File: src/rtl/ctrl_pkg.sv
// rtl/ctrl_pkg.sv - opcodes, state encodings and datapath select codes for multicycle_ctrl_fsm
package ctrl_pkg;

  localparam int OP_RTYPE = 0;
  localparam int OP_ADDI  = 1;
  localparam int OP_LW    = 2;
  localparam int OP_SW    = 3;
  localparam int OP_BEQ   = 4;
  localparam int OP_JMP   = 5;
  localparam int OP_HALT  = 6;
  localparam int OP_NOP   = 15;

  localparam logic [3:0] S_FETCH  = 4'd0;
  localparam logic [3:0] S_DECODE = 4'd1;
  localparam logic [3:0] S_EXEC_R = 4'd2;
  localparam logic [3:0] S_EXEC_I = 4'd3;
  localparam logic [3:0] S_WB_ALU = 4'd4;
  localparam logic [3:0] S_ADDR   = 4'd5;
  localparam logic [3:0] S_MEM_RD = 4'd6;
  localparam logic [3:0] S_WB_MEM = 4'd7;
  localparam logic [3:0] S_MEM_WR = 4'd8;
  localparam logic [3:0] S_BRANCH = 4'd9;
  localparam logic [3:0] S_JUMP   = 4'd10;
  localparam logic [3:0] S_HALT   = 4'd11;

  typedef enum logic [3:0] {
    FETCH  = S_FETCH,
    DECODE = S_DECODE,
    EXEC_R = S_EXEC_R,
    EXEC_I = S_EXEC_I,
    WB_ALU = S_WB_ALU,
    ADDR   = S_ADDR,
    MEM_RD = S_MEM_RD,
    WB_MEM = S_WB_MEM,
    MEM_WR = S_MEM_WR,
    BRANCH = S_BRANCH,
    JUMP   = S_JUMP,
    HALT   = S_HALT
  } state_e;

  localparam logic [1:0] ALU_ADD   = 2'b00;
  localparam logic [1:0] ALU_SUB   = 2'b01;
  localparam logic [1:0] ALU_FUNCT = 2'b10;

  localparam logic [1:0] SRCB_REGB = 2'b00;
  localparam logic [1:0] SRCB_ONE  = 2'b01;
  localparam logic [1:0] SRCB_IMM  = 2'b10;
  localparam logic [1:0] SRCB_BOFF = 2'b11;

  localparam logic [1:0] PC_ALU    = 2'b00;
  localparam logic [1:0] PC_ALUOUT = 2'b01;
  localparam logic [1:0] PC_JUMP   = 2'b10;

endpackage

File: src/rtl/ctrl_mem_timer.sv
// rtl/ctrl_mem_timer.sv - memory wait-cycle counter; expire never asserts when MEM_TIMEOUT is 0
module ctrl_mem_timer #(
  parameter int MEM_TIMEOUT = 0
) (
  input  logic clk,
  input  logic reset,
  input  logic clr,
  input  logic en,
  output logic expire
);

  localparam int TW = (MEM_TIMEOUT > 0) ? $clog2(MEM_TIMEOUT + 1) : 1;

  logic [TW-1:0] timer_q, timer_d;

  assign expire = (MEM_TIMEOUT > 0) && (timer_q == TW'(MEM_TIMEOUT));

  // Holding at the limit keeps the counter from wrapping if the owner ignores expire.
  always_comb begin
    timer_d = timer_q;
    if (clr) begin
      timer_d = '0;
    end else if (en && !expire && (MEM_TIMEOUT > 0)) begin
      timer_d = timer_q + 1'b1;
    end
  end

  always_ff @(posedge clk) begin
    if (reset) begin
      timer_q <= '0;
    end else begin
      timer_q <= timer_d;
    end
  end

endmodule

File: src/rtl/multicycle_ctrl_fsm.sv
// rtl/multicycle_ctrl_fsm.sv - multicycle control unit; CTRL_PERF_CNT_EN adds cycle/instruction counters
module multicycle_ctrl_fsm
  import ctrl_pkg::*;
#(
  parameter int OP_W          = 4,
  parameter int MEM_TIMEOUT   = 0,
  parameter int ILLEGAL_HALTS = 0
) (
  input  logic            clk,
  input  logic            reset,
  input  logic [OP_W-1:0] opcode,
  input  logic            zero,
  input  logic            mem_ready,
  output logic            mem_req,
  output logic            mem_we,
  output logic            iord,
  output logic            ir_write,
  output logic            pc_write,
  output logic            pc_write_cond,
  output logic [1:0]      pc_src,
  output logic            alu_src_a,
  output logic [1:0]      alu_src_b,
  output logic [1:0]      alu_op,
  output logic            reg_write,
  output logic            mem_to_reg,
  output logic            halted,
  output logic            illegal_op,
  output logic            mem_fault,
  output logic [3:0]      state_dbg
`ifdef CTRL_PERF_CNT_EN
  ,
  output logic [31:0]     cycle_cnt,
  output logic [31:0]     instr_cnt
`endif
);

  state_e state_q, state_d;
  logic   fault_q, fault_d;
  logic   illegal_dec;
  logic   tmr_expire;
  logic   wait_state;

  // The branch condition is resolved in the datapath; zero is only passed through this interface.
  logic unused_zero;
  assign unused_zero = zero;

  assign wait_state = (state_q == FETCH) || (state_q == MEM_RD) || (state_q == MEM_WR);

  ctrl_mem_timer #(.MEM_TIMEOUT(MEM_TIMEOUT)) u_timer (
    .clk    (clk),
    .reset  (reset),
    .clr    (state_d != state_q),
    .en     (wait_state && !mem_ready),
    .expire (tmr_expire)
  );

  always_comb begin
    state_d     = state_q;
    fault_d     = fault_q;
    illegal_dec = 1'b0;
    case (state_q)
      FETCH, MEM_RD, MEM_WR: begin
        if (mem_ready) begin
          state_d = (state_q == FETCH)  ? DECODE :
                    (state_q == MEM_RD) ? WB_MEM : FETCH;
        end else if (tmr_expire) begin
          state_d = HALT;
          fault_d = 1'b1;
        end
      end
      DECODE: begin
        if      (opcode == OP_W'(OP_RTYPE)) state_d = EXEC_R;
        else if (opcode == OP_W'(OP_ADDI))  state_d = EXEC_I;
        else if (opcode == OP_W'(OP_LW))    state_d = ADDR;
        else if (opcode == OP_W'(OP_SW))    state_d = ADDR;
        else if (opcode == OP_W'(OP_BEQ))   state_d = BRANCH;
        else if (opcode == OP_W'(OP_JMP))   state_d = JUMP;
        else if (opcode == OP_W'(OP_HALT))  state_d = HALT;
        else if (opcode == OP_W'(OP_NOP))   state_d = FETCH;
        else begin
          illegal_dec = 1'b1;
          state_d     = (ILLEGAL_HALTS != 0) ? HALT : FETCH;
        end
      end
      EXEC_R, EXEC_I: state_d = WB_ALU;
      ADDR:           state_d = (opcode == OP_W'(OP_LW)) ? MEM_RD : MEM_WR;
      HALT:           state_d = HALT;
      default:        state_d = FETCH;
    endcase
  end

  always_comb begin
    mem_req       = 1'b0;
    mem_we        = 1'b0;
    iord          = 1'b0;
    ir_write      = 1'b0;
    pc_write      = 1'b0;
    pc_write_cond = 1'b0;
    pc_src        = PC_ALU;
    alu_src_a     = 1'b0;
    alu_src_b     = SRCB_REGB;
    alu_op        = ALU_ADD;
    reg_write     = 1'b0;
    mem_to_reg    = 1'b0;
    halted        = 1'b0;
    illegal_op    = 1'b0;
    mem_fault     = 1'b0;
    state_dbg     = 4'd0;
    if (!reset) begin
      state_dbg  = state_q;
      mem_fault  = fault_q;
      illegal_op = (state_q == DECODE) && illegal_dec;
      case (state_q)
        FETCH: begin
          mem_req   = 1'b1;
          alu_src_b = SRCB_ONE;
          ir_write  = mem_ready;
          pc_write  = mem_ready;
        end
        DECODE: alu_src_b = SRCB_BOFF;
        EXEC_R: begin
          alu_src_a = 1'b1;
          alu_op    = ALU_FUNCT;
        end
        EXEC_I, ADDR: begin
          alu_src_a = 1'b1;
          alu_src_b = SRCB_IMM;
        end
        WB_ALU: reg_write = 1'b1;
        MEM_RD: begin
          mem_req = 1'b1;
          iord    = 1'b1;
        end
        WB_MEM: begin
          reg_write  = 1'b1;
          mem_to_reg = 1'b1;
        end
        MEM_WR: begin
          mem_req = 1'b1;
          mem_we  = 1'b1;
          iord    = 1'b1;
        end
        BRANCH: begin
          alu_src_a     = 1'b1;
          alu_op        = ALU_SUB;
          pc_write_cond = 1'b1;
          pc_src        = PC_ALUOUT;
        end
        JUMP: begin
          pc_write = 1'b1;
          pc_src   = PC_JUMP;
        end
        HALT:    halted = 1'b1;
        default: ;
      endcase
    end
  end

  always_ff @(posedge clk) begin
    if (reset) begin
      state_q <= FETCH;
      fault_q <= 1'b0;
    end else begin
      state_q <= state_d;
      fault_q <= fault_d;
    end
  end

`ifdef CTRL_PERF_CNT_EN
  logic [31:0] cyc_q, ins_q;

  always_ff @(posedge clk) begin
    if (reset) begin
      cyc_q <= '0;
      ins_q <= '0;
    end else begin
      if (state_q != HALT) cyc_q <= cyc_q + 32'd1;
      if (state_q == FETCH && state_d == DECODE) ins_q <= ins_q + 32'd1;
    end
  end

  assign cycle_cnt = reset ? 32'd0 : cyc_q;
  assign instr_cnt = reset ? 32'd0 : ins_q;
`endif

endmodule

File: config.mk
export PLATFORM = sky130hd
export DESIGN_NAME = multicycle_ctrl_fsm
export DESIGN_NICKNAME = d
export VERILOG_FILES = /design/src/rtl/ctrl_pkg.sv /design/src/rtl/ctrl_mem_timer.sv /design/src/rtl/multicycle_ctrl_fsm.sv
export SDC_FILE = /design/constraint.sdc
export NUM_CORES = 1
export LEC_CHECK = 0
export BUFFER_PORTS_ARGS = -buffer_cell sky130_fd_sc_hd__buf_4
export CAP_MARGIN = 15
export CORE_MARGIN = 1.5
export CORE_UTILIZATION = 45
export DETAILED_ROUTE_END_ITERATION = 10
export HOLD_SLACK_MARGIN = 0.05
export PLACE_DENSITY = 0.82
export SYNTH_ARGS = -nofsm -noshare
export SYNTH_HDL_FRONTEND = slang
export SYNTH_SLANG_ARGS = --single-unit
File: constraint.sdc
create_clock -name clk -period 1.4 [get_ports clk]
set_input_delay 0.28 -clock clk [delete_from_list [all_inputs] [get_ports clk]]
set_output_delay 0.28 -clock clk [all_outputs]
set_load 0.1 [all_outputs]
==> metrics.md, run 1 <==
| Metric | Value |
|---|---|
| Status | `stopped before the end` |
| Halt Stage | `clock tree synthesis (4_1_cts)` |
| Halt Reason | `[ERROR DPL-0038] Utilization greater than 100%, impossible to legalize` |
| CTS resizes | `67` |
| Syn Nets | `a little under 100` |
| Simple-gate portion of the synthesized area | `a little under half` |
| GP Congestion | `between 0.8 and 0.9` |
| Synth area leaders | `dfxtp_1 14%, nor2b_1 6.3%, buf_2 4.3%` |
| Post-synth ARST share | `0%` |
| Register area share after synthesis | `between 10 and 15%` |
| Yosys warns | `0` |
| FF+latch count, synth | `5` |
| CTS Sinks | `5` |
| Post-synth EDFFs | `0` |
| Longest Clk Path Bufs | `2` |
| Mean Syn Cell Area | `7.70 um^2` |
| Post-synthesis xor/xnor area fraction | `~5%` |
| Largest family of logic cells by synthesized area | `simple AND/OR/NAND/NOR gates` |
| DP HPWL | `approximately 2300 um` |
| Chip Width | `about 42 um` |
| Clk root buf | `clkbuf_4` |
| Synth Cell Area | `693 um^2` |
| Yosys top cell area share | `between 10 and 15%` |
| Synth area leader | `dfxtp_1` |
| Synth Area in Adders | `0%` |
| IO Count | `30` |
| Synth Instances | `90` |
| Number of buffers created by CTS | `3` |
| Post-synthesis compound-gate area fraction | `a little under a fifth` |
| Most frequent cell after synthesis | `nor2b_1` |
| FP Rows | `13` |
| CTS Hold Bufs | `0` |
| Most instantiated cells after synthesis | `7 x nor2b_1, 6 x buf_2, 6 x nor2_1` |
| PortBufs | `28` |
| Dpl ws | `-0.188 ns` |
| Post-synthesis cell type count | `39` |
| Vert. Die Dim | `42.2 um` |
| Post-CTS setup buffer count | `1` |
| Ys flop type | `dfxtp_1` |
| Depth of the CTS H-tree | `1` |
| Mux share of post-synthesis cell area | `under 10%` |
| Effective utilization at floorplan | `roughly 50%` |
==> cells by family after synthesis <==
logic type      count (synthesis)
xor+xnor                        4
mux                             2
buf+inv                        15
simple gates                   48
compound gates                 16
flops                           5
==> stage by stage <==
| stage | area, um^2 | hold slack, ns | setup TNS, ns | instances |
|---|---|---|---|---|
| 2_1_floorplan | 956 | 0.349 | -11.93 | 90 |
| 3_3_place_gp | 1310 | 0.447 | -0.901 | 155 |
| 3_5_place_dp | 1310 | 0.475 | -1.99 | 155 |
==> run 2, diff against run 1 <==
- CORE_AREA: not set -> 2 2 63 65
- CORE_MARGIN: 1.5 -> not set
- CORE_UTILIZATION: 45 -> not set
- DIE_AREA: not set -> 0 0 65 67
- HOLD_SLACK_MARGIN: 0.05 -> not set
- PLACE_DENSITY: 0.82 -> not set
- PLACE_DENSITY_LB_ADDON: not set -> 0.15
==> run 2 against run 1 <==
Against the previous run: the flow now finishes, with violations (setup timing); synthesized area is the same; synthesized cell count is the same.
==> metrics.md, run 2 <==
| Metric | Value |
|---|---|
| Status | `finished, violations left` |
| Failing checks | `setup timing` |
| Worst slew pin tran | `between 0.3 and 0.4 ns` |
| Largest family of logic cells by synthesized area | `simple AND/OR/NAND/NOR gates` |
| Vias per cell | `about 4.6` |
| Placed Instances | `181 (+17%)` |
| Register area share after synthesis | `14.4% (unchanged)` |
| CP Depth | `4` |
| CP max-delay cell | `or3_4` |
| Critical Path End Type | `output port` |
| Depth of the CTS H-tree | `1 (unchanged)` |
| First-pass GRT wire length | `3840 um` |
| Clk pin slew, worst setup/hold paths | `~0.040 ns` |
| Gr usage total | `a little under an eighth` |
| Core area | `3610 um^2` |
| Mean Syn Cell Area | `7.70 um^2 (unchanged)` |
| CP Buf/Inv Count | `2` |
| Syn Nets | `98 (unchanged)` |
| Initial DRT Pass Iterations | `2` |
| Iteration-0 DRC Markers | `6` |
| Critical path required time | `about 1.1 ns` |
| Total length of routed wires | `2560 um` |
| Setup crit start | `state_q[0]$_SDFFE_PP0P_` |
| Die area | `4360 um^2` |
| Number of diodes | `0` |
| Layout Skew | `between 0.004 and 0.005 ns` |
| Non-Filler Instances | `around 190` |
| Most frequent cell after synthesis | `nor2b_1` |
| Final WS setup | `-0.328 ns` |
| Post-synthesis compound-gate area fraction | `19.1% (unchanged)` |
| Most common cell after layout, fill and taps aside | `buf_4` |
| Maxcap violations | `0` |
| Routed len/inst | `about 13 um` |
| Highest clock rate | `about 580 MHz` |
| Largest net degree at the start of global routing | `18` |
| Power per cell area | `676 nW/um^2` |
| DRC errors left | `0` |
| Cell family with most CP delay | `simple AND/OR/NAND/NOR gates` |
| GR Overflow Total | `0` |
| Vert. Die Dim | `67 um (+59%)` |
| CTS tree | `built` |
| Ys flop type | `dfxtp_1` |
| Simple-gate portion of the synthesized area | `45.3% (unchanged)` |
| Largest regs | `state_q (4), fault_q (1)` |
| Minimum clock period | `between 1.5 and 2 ns` |
| IO Count | `30 (unchanged)` |
| Later-pin clock latency in the skew report | `between 0.2 and 0.25 ns` |
| Part of the cycle the worst path needs | `123%` |
| Post-synth ARST share | `0% (unchanged)` |
| Yosys top cell area share | `14.4% (unchanged)` |
| Yosys warns | `0 (unchanged)` |
| RSZ-0062 raised after global routing | `true` |
| Final core occ | `49.5%` |
| DP HPWL | `1800 um (-23%)` |
| Synth Area in Adders | `0% (unchanged)` |
| Critical path fanouts, max | `3` |
| Slowest stage delay, CP | `between 0.4 and 0.5 ns` |
| Vias in the first global route | `830` |
| Worst hold path type | `input port to flop` |
| Fin nets | `approximately 160` |
| Worst setup SP type | `flop` |
| Commonest non-fill, non-tap cells in the layout | `28 x buf_4, 17 x buf_12, 14 x buf_6` |
| Share of post-route cells with drive strength above 1 | `between 70% and 80%` |
| Synth Cell Area | `693 um^2 (unchanged)` |
| Worst r2r src | `state_q[1]$_SDFFE_PP0P_` |
| Area delta synth->final | `158%` |
| Pins over their slew limit | `0` |
| Crit Path Class | `flop to output port` |
| Fin Hold WS | `around 0.45 ns` |
| Reg2Reg Capture Point | `state_q[2]$_SDFFE_PP0P_` |
| Initial antenna violation count | `0` |
| Post-synthesis xor/xnor area fraction | `5.05% (unchanged)` |
| Mux share of post-synthesis cell area | `3.07% (unchanged)` |
| Crit-path cells | `inv_2, or3_4, nor4_4, buf_6` |
| CTS Sinks | `5 (unchanged)` |
| Synth area leaders | `dfxtp_1 14%, nor2b_1 6.3%, buf_2 4.3%` |
| # fillers | `350` |
| Max reg flops | `4` |
| Final setup vio count | `20` |
| Post-synthesis cell type count | `39 (unchanged)` |
| Number of buffers created by CTS | `3 (unchanged)` |
| Largest register by flop count | `state_q` |
| Final Hold Vio Count | `0` |
| Maximum VDD drop | `between 0.6 and 0.7 mV` |
| R2R Setup Slk | `-0.06 ns` |
| Post-synth EDFFs | `0 (unchanged)` |
| Hold Path Origin | `mem_ready` |
| FF+latch count, synth | `5 (unchanged)` |
| CP Data Arrival Time | `1.45 ns` |
| Effective utilization at floorplan | `19.2% (-32 points)` |
| Final antenna-violating net count | `0` |
| Worst Setup EP | `illegal_op` |
| Synth Instances | `90 (unchanged)` |
| Dpl ws | `-0.157 ns (+0.0316 ns)` |
| Worst rel slew slack | `~77%` |
| Pleak | `approximately 0.00067 uW` |
| Most instantiated cells after synthesis | `7 x nor2b_1, 6 x buf_2, 6 x nor2_1` |
| Chip Width | `65 um (+54%)` |
| Synth area leader | `dfxtp_1` |
| PortBufs | `28 (unchanged)` |
| R2R depth | `4` |
| GP Congestion | `0.734 (-17%)` |
| Longest Clk Path Bufs | `2 (unchanged)` |
| Vias | `between 800 and 900` |
| FP Rows | `22 (+9)` |
| Clk root buf | `clkbuf_8` |
-- run 2: metrics by stage --
step / power (uW) / TNS (ns) / area, um^2
final: 1210 / -4.26 / 1790
after global routing: 1270 / -5.55 / 1790
after CTS: 1150 / -4.70 / 1600
after detailed placement: 809 / -1.92 / 1320
after global placement: 803 / -1.67 / 1320
after floorplan: 654 / -11.93 / 956
-- run 2: repair_timing --
item / in CTS / in global routing
setup buffers: 0 / 9
resized for setup: 56 / 28
pin swaps: 1 / 13
gates cloned: 0 / 0
setup endpoints to repair: 24 / 24
hold buffers: 0 / 0
-- run 2: logic make-up (layout without fill, tap and decap cells) --
logic type | after synthesis | count (layout)
AOI/OAI and AO/OA | 16 | 16
and+or+nand+nor | 48 | 48
buffers and inverters | 15 | 71
muxes | 2 | 2
DFF | 5 | 5
xor gates and xnor gates | 4 | 4
-- run 2: layout make-up --
| type | instances | area, um^2 | share of cell area [%] |
|---|---|---|---|
| clock buffer | 4 | 45.0 | 2.52 |
| multi-input combinational | 70 | 774 | 43.3 |
| sequential | 5 | 113 | 6.30 |
| inverter | 3 | 11.3 | 0.630 |
| tap | 48 | 60.1 | 3.36 |
| timing repair buffer | 64 | 783 | 43.8 |
-- run 2: worst min-delay path, stage by stage --
cell,delay (ns)
buf_4,0.09
inv_1,0.03
a31oi_1,0.16
a311oi_1,0.06
-- run 2: how the worst min path moves through the flow --
stage,end,depth (start not counted)
floorplan,state_q[2]$_SDFFE_PP0P_,1
global placement,fault_q$_DFF_P_,1
detailed placement,fault_q$_DFF_P_,1
CTS,state_q[3]$_SDFFE_PP0P_,4
global route,fault_q$_DFF_P_,1
finish,state_q[3]$_SDFFE_PP0P_,4
-- run 2: power by group --
part	switching, uW	internal [uW]	total, uW
sequential	18.3	152	170
combinational	451	319	769
clock	72.1	196	268
total	541	666	1210
-- run 2: per-layer routing --
metal	share of wire [%]	routed length, um	GRT usage [%]
met4	0	0	1.60
met1	43	1090	13.3
met5	0	0	0
met2	54	1400	21.6
met3	2.8	71	2.03
Power figures use the tool's default switching activity.
==> run 3, diff against run 2 <==
- clock period: 1.4 -> 1.42 ns (I/O delays scaled with it)
==> run 3 against run 2 <==
Against the previous run: the run still ends with setup timing left; combinational power down 3.9%; sequential share of layout area increased by 0.14 points; flip-flop and latch count stayed put; worst setup slack improved by 0.024 ns.
==> metrics.md, run 3 (synthesized netlist as in run 2, its figures left out) <==
| Metric | Value |
|---|---|
| Pins over their slew limit | `0 (unchanged)` |
| Critical path fanouts, max | `17 (+14)` |
| Status | `finished, violations left` |
| Part of the cycle the worst path needs | `121%` |
| R2R depth | `4 (unchanged)` |
| Later-pin clock latency in the skew report | `0.22 ns (about the same)` |
| First-pass GRT wire length | `4030 um (+4.8%)` |
| Final WS setup | `-0.304 ns (+0.0237 ns)` |
| Crit Path Class | `flop to output port` |
| Largest net degree at the start of global routing | `18 (unchanged)` |
| Fin nets | `156 (+0.65%)` |
| Final setup vio count | `21 (+5.0%)` |
| Worst r2r src | `state_q[0]$_SDFFE_PP0P_` |
| Pleak | `0.000667 uW (-0.76%)` |
| Die area | `4360 um^2 (unchanged)` |
| Number of buffers created by CTS | `3 (unchanged)` |
| Largest register by flop count | `state_q` |
| Layout Skew | `0.00375 ns (-0.000894 ns)` |
| Hold Path Origin | `mem_ready` |
| DRC errors left | `0 (unchanged)` |
| Initial DRT Pass Iterations | `4 (+2)` |
| CP Data Arrival Time | `1.44 ns (about the same)` |
| GR Overflow Total | `0 (unchanged)` |
| Share of post-route cells with drive strength above 1 | `74.1% (-1.2 points)` |
| Maximum VDD drop | `0.493 mV (-26%)` |
| Longest Clk Path Bufs | `2 (unchanged)` |
| Final antenna-violating net count | `0 (unchanged)` |
| Core area | `3610 um^2 (unchanged)` |
| Gr usage total | `11.8% (+0.51 points)` |
| Vias per cell | `4.60 (+0.61%)` |
| Power per cell area | `669 nW/um^2 (-0.99%)` |
| Highest clock rate | `just under 600 MHz` |
| Routed len/inst | `12.9 um (-2.2%)` |
| Clk pin slew, worst setup/hold paths | `0.04 ns (about the same)` |
| Failing checks | `setup timing` |
| Area delta synth->final | `152%` |
| Worst Hold Depth | `4 (unchanged)` |
| Commonest non-fill, non-tap cells in the layout | `29 x buf_4, 19 x buf_6, 16 x buf_12` |
| Hold EP | `state_q[3]$_SDFFE_PP0P_` |
| Final core occ | `48.5% (-1.0 points)` |
| R2R Setup Slk | `-0.07 ns (about the same)` |
| Final Hold Vio Count | `0 (unchanged)` |
| IO Count | `30 (unchanged)` |
| Depth of the CTS H-tree | `1 (unchanged)` |
| CTS tree | `built` |
| Placed Instances | `183 (+1.1%)` |
| Total power | `1170 uW (-3.1%)` |
| Max reg flops | `4 (unchanged)` |
| Initial antenna violation count | `0 (unchanged)` |
| CTS Sinks | `5 (unchanged)` |
| DP HPWL | `1810 um (+0.62%)` |
| Reg2Reg Capture Point | `state_q[2]$_SDFFE_PP0P_` |
| Maxcap violations | `0 (unchanged)` |
| Most common cell after layout, fill and taps aside | `buf_4` |
| Effective utilization at floorplan | `19.2% (unchanged)` |
| Total length of routed wires | `2520 um (-1.7%)` |
| Critical path required time | `1.14 ns (+0.02 ns)` |
| Clk root buf | `clkbuf_8` |
| Chip Width | `65 um (unchanged)` |
| Iteration-0 DRC Markers | `8 (+2)` |
| Largest regs | `state_q (4), fault_q (1)` |
| Vias | `897 (+1.1%)` |
| Worst hold path type | `input port to flop` |
| PortBufs | `28 (unchanged)` |
| Worst rel slew slack | `77.1% (about the same)` |
| Worst setup SP type | `flop` |
| Minimum clock period | `1.72 ns` |
| Vias in the first global route | `858 (+3.4%)` |
| Number of diodes | `0 (unchanged)` |
| RSZ-0062 raised after global routing | `true` |
| Fin Hold WS | `0.469 ns (+0.0215 ns)` |
| Dpl ws | `-0.151 ns (+0.00544 ns)` |
| Non-Filler Instances | `195 (+0.52%)` |
| FP Rows | `22 (unchanged)` |
| Vert. Die Dim | `67 um (unchanged)` |
| GP Congestion | `0.792 (+7.9%)` |
| Critical Path End Type | `output port` |
| Worst slew pin tran | `0.343 ns (+0.00490 ns)` |
-- run 3: cell count changes in the layout (fill, tap and decap cells not counted), sizes merged --
cell / previous run / this run
buf: 64 / 65
-- run 3: worst max path at each step --
stage               cells after the start  slack [ns]       endpoint               startpoint
detailed placement                      5       -0.15       ir_write                    reset
finish                                  4       -0.30  pc_write_cond  state_q[0]$_SDFFE_PP0P_
global placement                        4       -0.14     illegal_op                    reset
floorplan                               5       -1.27      alu_op[0]  state_q[3]$_SDFFE_PP0P_
CTS                                     4       -0.30  pc_write_cond  state_q[0]$_SDFFE_PP0P_
global route                            5       -0.38           iord  state_q[1]$_SDFFE_PP0P_
-- run 3: cell type report --
type | count | area, um^2
Multi-Input combinational cell | 70 | 753
Fill cell | 324 | 1860
Inverter | 3 | 11.3
Tap cell | 48 | 60.1
Sequential cell | 5 | 113
Timing Repair Buffer | 65 | 767
Clock buffer | 4 | 45.0
-- run 3: repair_timing --
action / 4_1_cts / 5_1_grt
cloned: 0 / 0
buffers inserted: 2 / 6
hold buffers: 0 / 0
gates resized for setup: 54 / 19
setup endpoints to repair: 23 / 23
pin swaps: 5 / 7
-- run 3: stage by stage --
step           cell area [um^2]  TNS [ns]
2_1_floorplan               956    -11.63
3_3_place_gp               1340     -1.33
3_5_place_dp               1340     -1.42
4_1_cts                    1620     -4.13
5_1_grt                    1750     -5.51
6_report                   1750     -4.23
-- run 3: where the power goes --
part / internal, uW / switching [uW] / total (uW) / leakage [uW]
Clock: 193 / 74.2 / 267 / 0.0000228
Combinational: 297 / 442 / 739 / 0.000601
Sequential: 150 / 14.4 / 164 / 0.0000433
Total: 640 / 530 / 1170 / 0.000667
-- run 3: worst max-delay path, stage by stage (launching register included) --
cell     delay [ns]
dfxtp_2        0.31
buf_4          0.29
nand2_4        0.09
nor3_4         0.26
buf_6          0.26
-- run 3: metal layers --
layer	vias up	part of all wire (%)	GRT usage, %
li1	450	-	-
met1	424	42	14.4
met2	23	54	21.0
met3	0	4.1	3.38
met4	0	0	1.60
met5	-	0	0
==> run 4, diff against run 3 <==
- ABC_AREA: not set -> 1
==> run 4 against run 3 <==
Against the previous run: the flow still finishes with violations (setup timing); combinational power shrank 8.1%; largest power group unchanged; die area is the same; global-route usage shrank 1.1 points; routed wire length shrank 14%; clock skew shrank 0.0035 ns; highest routed layer is now met4; synthesized area shrank 18%; non-clock buffer count shrank 18; fmax grew 8.6%; first-iteration DRC count grew to 3.6 times the previous value; design area shrank 9.2%.
==> metrics.md, run 4 <==
| Metric | Value |
|---|---|
| Post-synthesis xor/xnor area fraction | `1.54% (-3.5 points)` |
| Synth Instances | `114 (+27%)` |
| Reg area | `113 um^2 (unchanged)` |
| Synth Cell Area | `569 um^2 (-18%)` |
| Pins over their slew limit | `0 (unchanged)` |
| Initial antenna violation count | `0 (unchanged)` |
| Placed cell area | `1160 um^2 (-14%)` |
| Ys flop type | `dfxtp_1` |
| Worst slew pin tran | `0.374 ns (+0.0310 ns)` |
| FF+latch count, synth | `5 (unchanged)` |
| Yosys warns | `0 (unchanged)` |
| Worst setup SP type | `flop` |
| Die area | `4360 um^2 (unchanged)` |
| Synth area leaders | `nand2_1 22%, nor2_1 22%, dfxtp_1 18%` |
| Largest regs | `state_q (4), fault_q (1)` |
| Critical path required time | `1.14 ns (about the same)` |
| DP HPWL | `1730 um (-4.7%)` |
| Maxcap violations | `0 (unchanged)` |
| Area of the multi-input gates | `679 um^2 (-9.8%)` |
| Maximum VDD drop | `0.316 mV (-36%)` |
| Part of the cycle the worst path needs | `112% (-9.6 points)` |
| First-pass GRT wire length | `3610 um (-10%)` |
| Minimum clock period | `1.59 ns (-0.137 ns)` |
| Pleak | `0.000688 uW (+3.2%)` |
| CTS tree | `built` |
| Vert. Die Dim | `67 um (unchanged)` |
| Largest net degree at the start of global routing | `12 (-6)` |
| GR Overflow Total | `0 (unchanged)` |
| Clk pin slew, worst setup/hold paths | `0.03 ns (about the same)` |
| Area delta synth->final | `179%` |
| Vias | `852 (-5.0%)` |
| FP Rows | `22 (unchanged)` |
| Commonest non-fill, non-tap cells in the layout | `23 x nand2_1, 23 x buf_4, 20 x nor2_4` |
| Power per cell area | `699 nW/um^2 (+4.5%)` |
| Highest clock rate | `630 MHz (+8.6%)` |
| CP Data Arrival Time | `1.30 ns (-0.14 ns)` |
| Chip Width | `65 um (unchanged)` |
| Crit Path Class | `flop to output port` |
| Syn Nets | `122 (+24%)` |
| Layout Skew | `0.000203 ns (-0.00354 ns)` |
| Number of buffers created by CTS | `3 (unchanged)` |
| DRC errors left | `0 (unchanged)` |
| Longest Clk Path Bufs | `2 (unchanged)` |
| Core area | `3610 um^2 (unchanged)` |
| Depth of the CTS H-tree | `1 (unchanged)` |
| GP Congestion | `0.765 (-3.4%)` |
| Routed len/inst | `10.3 um (-20%)` |
| Most instantiated cells after synthesis | `33 x nand2_1, 33 x nor2_1, 14 x inv_1` |
| # fillers | `350 (+8.0%)` |
| Failing checks | `setup timing` |
| Register area share after synthesis | `17.6% (+3.1 points)` |
| Critical path fanouts, max | `6 (-11)` |
| Later-pin clock latency in the skew report | `0.21 ns (about the same)` |
| Initial DRT Pass Iterations | `4 (unchanged)` |
| Gr usage total | `10.7% (-1.1 points)` |
| Worst rel slew slack | `75.0% (-2.1 points)` |
| Critical Path End Type | `output port` |
| Final WS setup | `-0.167 ns (+0.137 ns)` |
| RSZ-0062 raised after global routing | `true` |
| Largest family of logic cells by synthesized area | `simple AND/OR/NAND/NOR gates` |
| Synth Area in Adders | `0% (unchanged)` |
| Post-synth EDFFs | `0 (unchanged)` |
| Final core occ | `44.1% (-4.4 points)` |
| Clk root buf | `clkbuf_8` |
| Vias per cell | `4.06 (-12%)` |
| Final TNS setup | `-1.83 ns (+2.40 ns)` |
| Mux share of post-synthesis cell area | `0% (-3.1 points)` |
| Vias in the first global route | `849 (-1.0%)` |
| Final instance area | `1590 um^2 (-9.2%)` |
| Post-synth ARST share | `0% (unchanged)` |
| Share of post-route cells with drive strength above 1 | `63.6% (-11 points)` |
| Fin nets | `171 (+9.6%)` |
| Post-synthesis cell type count | `15 (-62%)` |
| Largest register by flop count | `state_q` |
| Worst hold path type | `input port to flop` |
| Max reg flops | `4 (unchanged)` |
| Effective utilization at floorplan | `15.8% (-3.4 points)` |
| Total power | `1110 uW (-5.1%)` |
| IO Count | `30 (unchanged)` |
| Synth area leader | `nand2_1` |
| Yosys top cell area share | `21.8% (+7.3 points)` |
| Final Hold Vio Count | `0 (unchanged)` |
| Status | `finished, violations left` |
| PortBufs | `28 (unchanged)` |
| Final antenna-violating net count | `0 (unchanged)` |
| Final setup vio count | `18 (-14%)` |
| Mean Syn Cell Area | `4.99 um^2 (-35%)` |
| CTS Sinks | `5 (unchanged)` |
| Total length of routed wires | `2160 um (-14%)` |
| Number of diodes | `0 (unchanged)` |
| Iteration-0 DRC Markers | `29 (+21)` |
| Post-synthesis compound-gate area fraction | `8.35% (-11 points)` |
| Simple-gate portion of the synthesized area | `58.7% (+13 points)` |
-- run 4: cell count changes after synthesis, moves of 3 or more --
cell,before,now
nand2_1,5,33
or3_1,3,0
nand3_1,3,9
nor4_1,4,0
inv_1,3,14
buf_2,6,0
nor2b_1,7,0
nor2_1,6,33
a31oi_1,3,0
nor3_1,3,0
nand2b_1,4,0
-- run 4: final cells by class --
type / count / share of cell area, %
Inverter: 16 / 5.20
Tap cell: 48 / 3.78
Clock buffer: 4 / 2.83
Sequential cell: 5 / 7.09
Timing Repair Buffer: 47 / 38.3
Multi-Input combinational cell: 90 / 42.8
-- run 4: final timing paths --
| kind | start | endpoint | slack, ns | cells after the start |
|---|---|---|---|---|
| worst min register to register | fault_q$_DFF_P_ | fault_q$_DFF_P_ | 0.46 | 2 |
| worst min-delay path | mem_ready | state_q[3]$_SDFFE_PP0P_ | 0.41 | 4 |
| worst max register to register | state_q[1]$_SDFFE_PP0P_ | state_q[1]$_SDFFE_PP0P_ | 0.14 | 8 |
| worst max-delay path | state_q[3]$_SDFFE_PP0P_ | pc_src[0] | -0.17 | 5 |
-- run 4: timing repair --
| action | 4_1_cts | 5_1_grt |
|---|---|---|
| hold buffers | 0 | 0 |
| pin swaps | 8 | 11 |
| buffers inserted | 1 | 2 |
| hold endpoints to repair | 0 | 0 |
| setup endpoints to repair | 21 | 20 |
| resized for setup | 67 | 26 |
-- run 4: cells by family (layout without fill, tap and decap cells) --
kind of cell / Yosys count / count (layout)
xor+xnor: 1 / 1
flops: 5 / 5
buf+inv: 19 / 67
compound gates: 9 / 9
simple gates: 80 / 80
-- run 4: critical path: stages, from the launching register on --
cell     delay, ns
dfxtp_4       0.37
inv_6         0.05
nor2_4        0.14
nand2_8       0.11
nor2_4        0.20
buf_12        0.21
-- run 4: routing by layer --
layer | wire length [um] | track usage, % | share of wire [%]
met1 | 895 | 10.9 | 41
met2 | 1180 | 22.0 | 55
met3 | 68 | 1.86 | 3.1
met4 | 13 | 3.19 | 0.60
met5 | 0 | 0 | 0
-- run 4: report_power, final --
group          leakage, uW  internal, uW  switching [uW]
logic             0.000622           251             429
registers        0.0000433           151            27.0
clock network    0.0000228           192            61.6
-- run 4: through the flow --
step / worst slack (ns) / hold WS (ns) / std cells
after CTS: -0.185 / 0.406 / 208
after global routing: -0.227 / 0.452 / 210
after global placement: -0.0644 / 0.452 / 203
after detailed placement: -0.0551 / 0.459 / 203
after floorplan: -0.863 / 0.460 / 114
final: -0.167 / 0.411 / 210
